[config.mk]
export PLATFORM = sky130hd
export DESIGN_NAME = color_bbox_extractor_flat
export DESIGN_NICKNAME = d
export VERILOG_FILES = /design/src/rtl/color_bbox_extractor_if.sv /design/src/rtl/color_bbox_extractor.sv /design/src/flat_wrapper.sv
export SDC_FILE = /design/constraint.sdc
export NUM_CORES = 1
export LEC_CHECK = 0
export ABC_AREA = 1
export BUFFER_PORTS_ARGS = -buffer_cell sky130_fd_sc_hd__buf_2
export CORE_MARGIN = 2
export CORE_UTILIZATION = 53
export CTS_CLUSTER_SIZE = 25
export DETAILED_ROUTE_END_ITERATION = 7
export GPL_ROUTABILITY_DRIVEN = 1
export PLACE_DENSITY = 0.79
export SETUP_SLACK_MARGIN = 0.3
export SYNTH_ARGS = -nofsm -noshare
export SYNTH_HDL_FRONTEND = slang
export SYNTH_SLANG_ARGS = --single-unit
[constraint.sdc]
create_clock -name clk_in -period 2.2 [get_ports clk_in]
set_input_delay 0.11 -clock clk_in [delete_from_list [all_inputs] [get_ports clk_in]]
set_output_delay 0.11 -clock clk_in [all_outputs]
set_load 0.03 [all_outputs]
[src/rtl/color_bbox_extractor_if.sv]
// Pixel stream in, per-frame bounding-box result out, for color_bbox_extractor.
// The master drives pixels; the slave is the extractor.
interface color_bbox_extractor_if #(
    parameter int CNT_W = 20
);
    logic [10:0]      hcount_in;
    logic [9:0]       vcount_in;
    logic             data_valid_in;
    logic [7:0]       red_in;
    logic [7:0]       green_in;
    logic [7:0]       blue_in;
    logic [11:0]      xmin_out;
    logic [10:0]      ymin_out;
    logic [11:0]      xmax_out;
    logic [10:0]      ymax_out;
    logic [CNT_W-1:0] count_out;
    logic             found_out;
    logic             valid_out;

    modport master (
        output hcount_in, vcount_in, data_valid_in, red_in, green_in, blue_in,
        input  xmin_out, ymin_out, xmax_out, ymax_out, count_out, found_out, valid_out
    );

    modport slave (
        input  hcount_in, vcount_in, data_valid_in, red_in, green_in, blue_in,
        output xmin_out, ymin_out, xmax_out, ymax_out, count_out, found_out, valid_out
    );
endinterface

[src/rtl/color_bbox_extractor.sv]
// Finds pixels within TOL of COLOR in a raster stream and publishes their bounding
// box and hit count once per complete SOF..EOF frame.
module color_bbox_extractor #(
    parameter logic [23:0] COLOR    = 24'hFF_00_00,
    parameter logic [7:0]  TOL      = 8'd16,
    parameter int          H_ACTIVE = 1280,
    parameter int          V_ACTIVE = 720,
    parameter int          CNT_W    = 20
) (
    input logic                   clk_in,
    input logic                   rst_in,
    color_bbox_extractor_if.slave px
);
    // state | meaning
    // IDLE  | waiting for a start-of-frame pixel; everything else ignored
    // ACCUM | inside a frame, merging hits into the accumulators
    typedef enum logic {IDLE = 1'b0, ACCUM = 1'b1} state_t;

    localparam logic [31:0] H_LIM = 32'(H_ACTIVE);
    localparam logic [31:0] V_LIM = 32'(V_ACTIVE);

    // 9-bit magnitude so a difference of 255 never wraps into the tolerance window
    function automatic logic near(input logic [7:0] p, input logic [7:0] c);
        logic [8:0] d;
        d = (p >= c) ? ({1'b0, p} - {1'b0, c}) : ({1'b0, c} - {1'b0, p});
        return d <= {1'b0, TOL};
    endfunction

    logic        accept;
    logic        hit_d, sof_d, eof_d;
    logic        hit_q, sof_q, eof_q;
    logic [10:0] h_q;
    logic [9:0]  v_q;

    always_comb begin
        accept = px.data_valid_in && (32'(px.hcount_in) < H_LIM) && (32'(px.vcount_in) < V_LIM);
        hit_d  = accept && near(px.red_in, COLOR[23:16]) && near(px.green_in, COLOR[15:8])
                 && near(px.blue_in, COLOR[7:0]);
        sof_d  = accept && (px.hcount_in == 11'd0) && (px.vcount_in == 10'd0);
        eof_d  = accept && (32'(px.hcount_in) == H_LIM - 32'd1)
                 && (32'(px.vcount_in) == V_LIM - 32'd1);
    end

    always_ff @(posedge clk_in) begin
        if (rst_in) begin
            hit_q <= 1'b0;
            sof_q <= 1'b0;
            eof_q <= 1'b0;
            h_q   <= '0;
            v_q   <= '0;
        end else begin
            hit_q <= hit_d;
            sof_q <= sof_d;
            eof_q <= eof_d;
            h_q   <= px.hcount_in;
            v_q   <= px.vcount_in;
        end
    end

    state_t           state_q, state_d;
    logic [11:0]      xmin_q, xmin_d, xmax_q, xmax_d;
    logic [10:0]      ymin_q, ymin_d, ymax_q, ymax_d;
    logic [CNT_W-1:0] cnt_q, cnt_d;
    logic [11:0]      m_xmin, m_xmax;
    logic [10:0]      m_ymin, m_ymax;
    logic [CNT_W-1:0] m_cnt;
    logic [11:0]      o_xmin_q, o_xmin_d, o_xmax_q, o_xmax_d;
    logic [10:0]      o_ymin_q, o_ymin_d, o_ymax_q, o_ymax_d;
    logic [CNT_W-1:0] o_cnt_q, o_cnt_d;
    logic             o_found_q, o_found_d;
    logic             o_valid_q, o_valid_d;
    logic             publish;
    logic [11:0]      h_ext;
    logic [10:0]      v_ext;

    assign h_ext = {1'b0, h_q};
    assign v_ext = {1'b0, v_q};

    // Accumulators after merging the current stage-1 pixel; SOF restarts from this pixel alone
    always_comb begin
        m_xmin = xmin_q;
        m_xmax = xmax_q;
        m_ymin = ymin_q;
        m_ymax = ymax_q;
        m_cnt  = cnt_q;
        if (sof_q) begin
            if (hit_q) begin
                m_xmin = h_ext;
                m_xmax = h_ext;
                m_ymin = v_ext;
                m_ymax = v_ext;
                m_cnt  = CNT_W'(1);
            end else begin
                m_xmin = '1;
                m_ymin = '1;
                m_xmax = '0;
                m_ymax = '0;
                m_cnt  = '0;
            end
        end else if (hit_q) begin
            if (h_ext < xmin_q) m_xmin = h_ext;
            if (h_ext > xmax_q) m_xmax = h_ext;
            if (v_ext < ymin_q) m_ymin = v_ext;
            if (v_ext > ymax_q) m_ymax = v_ext;
            if (cnt_q != '1)    m_cnt  = cnt_q + CNT_W'(1);
        end
    end

    always_comb begin
        state_d   = state_q;
        xmin_d    = xmin_q;
        xmax_d    = xmax_q;
        ymin_d    = ymin_q;
        ymax_d    = ymax_q;
        cnt_d     = cnt_q;
        o_xmin_d  = o_xmin_q;
        o_xmax_d  = o_xmax_q;
        o_ymin_d  = o_ymin_q;
        o_ymax_d  = o_ymax_q;
        o_cnt_d   = o_cnt_q;
        o_found_d = o_found_q;
        o_valid_d = 1'b0;
        publish   = 1'b0;
        case (state_q)
            IDLE: begin
                if (sof_q) begin
                    {xmin_d, xmax_d, ymin_d, ymax_d, cnt_d} = {m_xmin, m_xmax, m_ymin, m_ymax, m_cnt};
                    if (eof_q) publish = 1'b1;
                    else       state_d = ACCUM;
                end
            end
            ACCUM: begin
                {xmin_d, xmax_d, ymin_d, ymax_d, cnt_d} = {m_xmin, m_xmax, m_ymin, m_ymax, m_cnt};
                if (eof_q) begin
                    publish = 1'b1;
                    state_d = IDLE;
                end
            end
            default: state_d = IDLE;
        endcase
        if (publish) begin
            o_valid_d = 1'b1;
            o_found_d = (m_cnt != '0);
            o_cnt_d   = m_cnt;
            o_xmin_d  = o_found_d ? m_xmin : '0;
            o_xmax_d  = o_found_d ? m_xmax : '0;
            o_ymin_d  = o_found_d ? m_ymin : '0;
            o_ymax_d  = o_found_d ? m_ymax : '0;
        end
    end

    always_ff @(posedge clk_in) begin
        if (rst_in) begin
            state_q   <= IDLE;
            xmin_q    <= '0;
            xmax_q    <= '0;
            ymin_q    <= '0;
            ymax_q    <= '0;
            cnt_q     <= '0;
            o_xmin_q  <= '0;
            o_xmax_q  <= '0;
            o_ymin_q  <= '0;
            o_ymax_q  <= '0;
            o_cnt_q   <= '0;
            o_found_q <= 1'b0;
            o_valid_q <= 1'b0;
        end else begin
            state_q   <= state_d;
            xmin_q    <= xmin_d;
            xmax_q    <= xmax_d;
            ymin_q    <= ymin_d;
            ymax_q    <= ymax_d;
            cnt_q     <= cnt_d;
            o_xmin_q  <= o_xmin_d;
            o_xmax_q  <= o_xmax_d;
            o_ymin_q  <= o_ymin_d;
            o_ymax_q  <= o_ymax_d;
            o_cnt_q   <= o_cnt_d;
            o_found_q <= o_found_d;
            o_valid_q <= o_valid_d;
        end
    end

    assign px.xmin_out  = o_xmin_q;
    assign px.xmax_out  = o_xmax_q;
    assign px.ymin_out  = o_ymin_q;
    assign px.ymax_out  = o_ymax_q;
    assign px.count_out = o_cnt_q;
    assign px.found_out = o_found_q;
    assign px.valid_out = o_valid_q;
endmodule
[src/flat_wrapper.sv]
// flat-port wrapper written by rule: the top's interface ports become plain ports
module color_bbox_extractor_flat 
#(
    parameter logic [23:0] COLOR    = 24'hFF_00_00,
    parameter logic [7:0]  TOL      = 8'd16,
    parameter int          H_ACTIVE = 1280,
    parameter int          V_ACTIVE = 720,
    parameter int          CNT_W    = 20
)
  (clk_in, rst_in, px_hcount_in, px_vcount_in, px_data_valid_in, px_red_in, px_green_in, px_blue_in, px_xmin_out, px_ymin_out, px_xmax_out, px_ymax_out, px_count_out, px_found_out, px_valid_out);
  color_bbox_extractor_if #(.CNT_W(CNT_W)) px_i ();
  input logic clk_in;
  input logic rst_in;
  input wire logic [$bits(px_i.hcount_in)-1:0] px_hcount_in;
  input wire logic [$bits(px_i.vcount_in)-1:0] px_vcount_in;
  input wire logic [$bits(px_i.data_valid_in)-1:0] px_data_valid_in;
  input wire logic [$bits(px_i.red_in)-1:0] px_red_in;
  input wire logic [$bits(px_i.green_in)-1:0] px_green_in;
  input wire logic [$bits(px_i.blue_in)-1:0] px_blue_in;
  output wire logic [$bits(px_i.xmin_out)-1:0] px_xmin_out;
  output wire logic [$bits(px_i.ymin_out)-1:0] px_ymin_out;
  output wire logic [$bits(px_i.xmax_out)-1:0] px_xmax_out;
  output wire logic [$bits(px_i.ymax_out)-1:0] px_ymax_out;
  output wire logic [$bits(px_i.count_out)-1:0] px_count_out;
  output wire logic [$bits(px_i.found_out)-1:0] px_found_out;
  output wire logic [$bits(px_i.valid_out)-1:0] px_valid_out;
  assign px_i.hcount_in = px_hcount_in;
  assign px_i.vcount_in = px_vcount_in;
  assign px_i.data_valid_in = px_data_valid_in;
  assign px_i.red_in = px_red_in;
  assign px_i.green_in = px_green_in;
  assign px_i.blue_in = px_blue_in;
  assign px_xmin_out = px_i.xmin_out;
  assign px_ymin_out = px_i.ymin_out;
  assign px_xmax_out = px_i.xmax_out;
  assign px_ymax_out = px_i.ymax_out;
  assign px_count_out = px_i.count_out;
  assign px_found_out = px_i.found_out;
  assign px_valid_out = px_i.valid_out;
  color_bbox_extractor #(.COLOR(COLOR), .TOL(TOL), .H_ACTIVE(H_ACTIVE), .V_ACTIVE(V_ACTIVE), .CNT_W(CNT_W)) u_core (.clk_in(clk_in), .rst_in(rst_in), .px(px_i));
endmodule
; ---- Word-level counts from Yosys, hierarchy flattened
; Cells that the tools add are included.
[word_totals]
reg_bits = 159
inputBits = 48
output_inout_bits = 68
wordCells = 96
[op_classes]
addsub = 5
magnitude_cmp = 12
eq_ne = 4
n_mux = 44
bitwise = 1
n_reduce_logical = 12
[op_table]
columns = operator, count
row1 = $mux 11, 12
row2 = $mux 12, 11
row3 = $mux 20, 4
row4 = $pmux 12 s2, 2
row5 = $pmux 11 s2, 2
row6 = $pmux 20 s2, 1
row7 = $le 9x5->1 const B, 3
row8 = $mux 9, 3
row9 = $add 20x1->20 const B, 1
row10 = $ne 20x20->1 const B, 1
row11 = $reduce_bool 20->1, 1
row12 = $sub 1x8->9 const A, 2
row13 = $ge 8x1->1 const B, 2
row14 = $gt 11x12->1, 1
row15 = $lt 11x12->1, 1
row16 = $eq 11x11->1 const B, 1
row17 = $gt 10x11->1, 1
row18 = $logic_not 11->1, 1
row19 = $lt 10x11->1, 1
row20 = $lt 11x11->1 const B, 1
row21 = $eq 10x10->1 const B, 1
row22 = $logic_not 10->1, 1
row23 = $lt 10x10->1 const B, 1
row24 = $mux 10, 1
row25 = other kinds (8), 22

; ---- Depth between registers and ports, before layout
[depth]
word_depth = 6
ltp_mapped = 18
ltp_nobuf = 16

; ---- Worst setup path after synthesis
; No wires, ideal clock.
[synth_timing]
path_type = flip-flop to flip-flop
from = reg u_core.cnt_q[0]
to = reg u_core.o_ymax_q[0] (netlist: u_core.px.ymax_out[0])
setup_time_ps = 138
t_arrival_ps = 2054
required_time_ps = 2062
path_slack_ps = 9
stages_incl_launch_ff = 18
path_buffers = 3
period_less_slack_ps = 2191
path_cell_list = dfxtp_1 -> ha_1 -> inv_1 -> nor2_2 -> nand2_2 -> nor2_4 -> nand2_4 -> buf_6 -> a21oi_2 -> nor2_1 -> nor2_1 -> nand2_1 -> nor2_2 -> nand2_2 -> buf_6 -> buf_8 -> nand3_2 -> a21oi_2
[synth_via]
elab_chain_cells = 6
elab_cells_between_ends = 7
cone_classes = 1 x add/sub / 1 x eq/ne / 4 x mux / 1 x reduce/logical
[synth_lines]
columns = element, line_no
row1 = "start, declared", color_bbox_extractor.sv:63  ; logic [CNT_W-1:0] cnt_q, cnt_d;
row2 = "start signal, assigned", color_bbox_extractor.sv:173  ; cnt_q <= cnt_d;
row3 = $add 20x1->20 / $ne 20x20->1 (equally long branches), color_bbox_extractor.sv:105  ; if (cnt_q != '1) m_cnt = cnt_q + CNT_W'(1);
row4 = $mux 20, color_bbox_extractor.sv:105
row5 = $mux 20 (*), color_bbox_extractor.sv:100  ; end else if (hit_q) begin
row6 = $mux 20 (*), color_bbox_extractor.sv:86  ; if (sof_q) begin
row7 = $reduce_bool 20->1 (*), color_bbox_extractor.sv:143  ; o_found_d = (m_cnt != '0);
row8 = $mux 11 (*), color_bbox_extractor.sv:148  ; o_ymax_d = o_found_d ? m_ymax : '0;
row9 = "end signal, assigned", color_bbox_extractor.sv:177  ; o_ymax_q <= o_ymax_d;
row10 = "end, declared", color_bbox_extractor.sv:68  ; logic [10:0] o_ymin_q, o_ymin_d, o_ymax_q, o_ymax_d;
; Mark *: on every way between the ends. The rest lies on a longest branch, timed or not.
; A chain may end at the register's enable or synchronous reset.

; ---- Final worst setup path
[layout_timing]
from = reg u_core.v_q[6]
to = reg u_core.o_ymax_q[1] (netlist: u_core.px.ymax_out[1])
[layout_via]
elab_chain_cells = 5
[layout_lines]
columns = element, line_no
row1 = "start, declared", color_bbox_extractor.sv:33  ; logic [9:0] v_q;
row2 = "start signal, assigned", color_bbox_extractor.sv:56  ; v_q <= px.vcount_in;
row3 = $gt 10x11->1, color_bbox_extractor.sv:104  ; if (v_ext > ymax_q) m_ymax = v_ext;
row4 = $mux 11, color_bbox_extractor.sv:104
row5 = $mux 11, color_bbox_extractor.sv:100
row6 = $mux 11, color_bbox_extractor.sv:86
row7 = $mux 11, color_bbox_extractor.sv:148
; No other way between the ends.

==> results.sh <==
export IMPL_powerDensity_nw_per_um2=533
export IMPL_gp_congestion=0.956
export IMPL_ys_seq_area_share_pct=37.1
export IMPL_grt_use_met1_pct=40.3
export IMPL_cts_buffers=17
export IMPL_crit_fanout=5
export IMPL_rr_worst_depth=14
export IMPL_status="finished with violations"
export IMPL_instances_no_fill=1689
export IMPL_fin_ws_ps=-301
export IMPL_setup_worst_path_start="u_core.v_q[6]"
export IMPL_synth_edf_count=0
export IMPL_peakVddDrop_v=0.000894
export IMPL_dp_cells=1584
export IMPL_ys_async_sr_fraction_pct=0
export IMPL_wire_per_inst_um=22.4
export IMPL_cp_start_kind="flip-flop"
export IMPL_synth_area_um2=8570
export IMPL_core_um2=15800
export IMPL_row_count=46
export IMPL_worst_ep_required_time_ps=2590
export IMPL_maxSlewViolCount=0
export IMPL_clock_path_buffers=2
export IMPL_grt_max_degree=75
export IMPL_setup_viol=77
export IMPL_post_route_drc_count=0
export IMPL_synth_area_leaders="dfxtp_1 37%, nand2_1 11%, nand3_1 8.2%, o21ai_0 6.6%, a21oi_1 6.2%"
export IMPL_hold_path_class="in -> reg"
export IMPL_syn_num_nets=1343
export IMPL_netlist_area_leader_share_pct=37.1
export IMPL_grt_pass1_wl_um=47900
export IMPL_initial_core_util_pct=54.2
export IMPL_rsz0062_at_grt="true"
export IMPL_clkTransAtPathRegs_ps=80
export IMPL_nNetsFinal=1549
export IMPL_antenna_found_initial=1
export IMPL_grt_busiest_layer="met2"
export IMPL_met2_usage_pct=57.8
export IMPL_r2r_start="u_core.v_q[6]"
export IMPL_tightestPinTransition_ps=826
export IMPL_synth_area_per_cell_um2=6.83
export IMPL_ff2ff_setup_slack_ps=-300
export IMPL_grt_util_all_layers_pct=34.1
export IMPL_hold_worst_slack_ps=29.4
export IMPL_overflow=0
export IMPL_synthTopCellsByCount="253 x nand2_1, 159 x dfxtp_1, 141 x nand3_1"
export IMPL_drive_above_1_share_pct=43.5
export IMPL_root_buffer="clkbuf_16"
export IMPL_synth_seq_cells=159
export IMPL_yosys_area_top_type="dfxtp_1"
export IMPL_floorplan_die_area_um2=17200
export IMPL_holdPathEnd="u_core.cnt_q[16]"
export IMPL_tritoncts="built"
export IMPL_min_period_over_period_pct=114
export IMPL_cp_end_kind="flip-flop"
export IMPL_hold_depth=2
export IMPL_cap_violations=0
export IMPL_synth_cells=1254
export IMPL_arrival_ps=2890
export IMPL_diodes=0
export IMPL_min_period_ps=2500
export IMPL_timing_rr_end="u_core.px.ymax_out[1]"
export IMPL_hold_start="rst_in"
export IMPL_firstDrtPassIters=6
export IMPL_crit_type="reg -> reg"
export IMPL_antenna_left=0
export IMPL_io_buffer_count=115
export IMPL_synth_ff_type="dfxtp_1"
export IMPL_die_w_um=131
export IMPL_violations="negative setup slack"
export IMPL_fin_skew_ps=13.4
export IMPL_final_core_util_pct=80.3
export IMPL_final_hold_viol_count=0
export IMPL_yosysMostFrequentCell="nand2_1"
export IMPL_slew_headroom_pct=44.2
export IMPL_die_y_um=131
export IMPL_routed_wl_um=37900
export IMPL_leakage_nw=5.39
export IMPL_fmax_mhz=400
export IMPL_grt_pass1_vias=9672
export IMPL_clk_latency_ps=460
export IMPL_routed_via_density=6.48
export IMPL_ys_types=38
export IMPL_cts_num_sinks=159
export IMPL_io_pins=116
export IMPL_htree_levels=4
export IMPL_dp_hpwl_um=16700
export IMPL_met3_usage_pct=7.45
export IMPL_syn_to_final_growth_pct=48.3
export IMPL_yosys_warnings=0
export IMPL_num_vias=11000
export IMPL_first_iter_violations=1544
[flip-flops by register name (all words and copies together), names as in the netlist, 12 cells and up]
signal	count
u_core.px.count_out	20
u_core.px.xmin_out	12
u_core.cnt_q	20
u_core.px.xmax_out	12
u_core.xmin_q	12
u_core.xmax_q	12
[logic make-up after synthesis]
logic type | synth area share, %
fa+ha+maj | 5.99
flops | 37.1
buf+inv | 9.99
compound gates | 16.6
xor+xnor | 0.613
simple gates | 29.7
[routing by layer]
metal  wire, µm  up-vias
met5         13        -
met4       3460        2
met3       4600      380
met2      17100     1017
met1      12700     4976
li1           -     4575
[layout by cell type (no fill, tap or decap), types with 55 or more instances in the layout]
cell	netlist	final
inv_1	136	109
a21oi_1	106	86
nand3_2	12	55
buf_4	0	99
dfxtp_1	159	109
nand2_1	253	194
nor2_1	111	76
buf_2	6	114
nand3_1	141	88
o21ai_0	113	55
[report_power, final]
group          switching, mW  internal, mW
Sequential            0.0431          2.89
Clock                   1.38          1.87
Combinational          0.344         0.241
Total                   1.76          5.01
[metrics by stage]
| stage | worst slack (ps) | setup TNS, ps | area, µm² | power (mW) |
|---|---|---|---|---|
| floorplan | 204 | 0 | 8590 | 3.16 |
| global placement | -32.6 | -611 | 9760 | 3.29 |
| detailed placement | -110 | -2640 | 9760 | 3.29 |
| CTS | 7.37 | 0 | 11700 | 6.51 |
| global route | -304 | -13790 | 12700 | 6.89 |
| finish | -301 | -7770 | 12700 | 6.77 |
[layout make-up]
type | count | area (µm²)
Tap cell | 216 | 270
Clock buffer | 18 | 450
Fill cell | 818 | 3120
Sequential cell | 159 | 3280
Inverter | 139 | 542
Timing Repair Buffer | 261 | 1940
Clock inverter | 14 | 178
Multi-Input combinational cell | 882 | 6050
[worst max-delay path, cell delays in order (launching register included)]
cell and delay, ps:
dfxtp_4 390, ha_4 300, nand2_4 90, o21ai_2 320, nand2_1 140, nand2_1 110, nand2_2 60, nand2_4 110
buf_6 140, nand2_8 100, nand2_4 80, nand3_2 100, o21ai_4 190, nand3_2 140, a21oi_2 160
[how the worst max path moves through the flow]
stage	end	slack, ps	cells past startpoint
final	u_core.px.ymax_out[1]	-300	14
after detailed placement	u_core.px.ymin_out[1]	-110	15
after global placement	u_core.px.ymax_out[6]	-30	15
after floorplan	u_core.px.ymax_out[0]	200	18
after global routing	u_core.px.xmax_out[9]	-300	14
after CTS	u_core.px.xmin_out[9]	7	18
[repair_timing]
action	4_1_cts	5_1_grt
hold buffers	21	0
gates resized for setup	263	229
endpoints found under the hold margin	23	0
endpoints found under the setup margin	89	105
buffers inserted	26	16
pin swaps	60	67
gates cloned	8	2
Power figures use the tool's default switching activity.
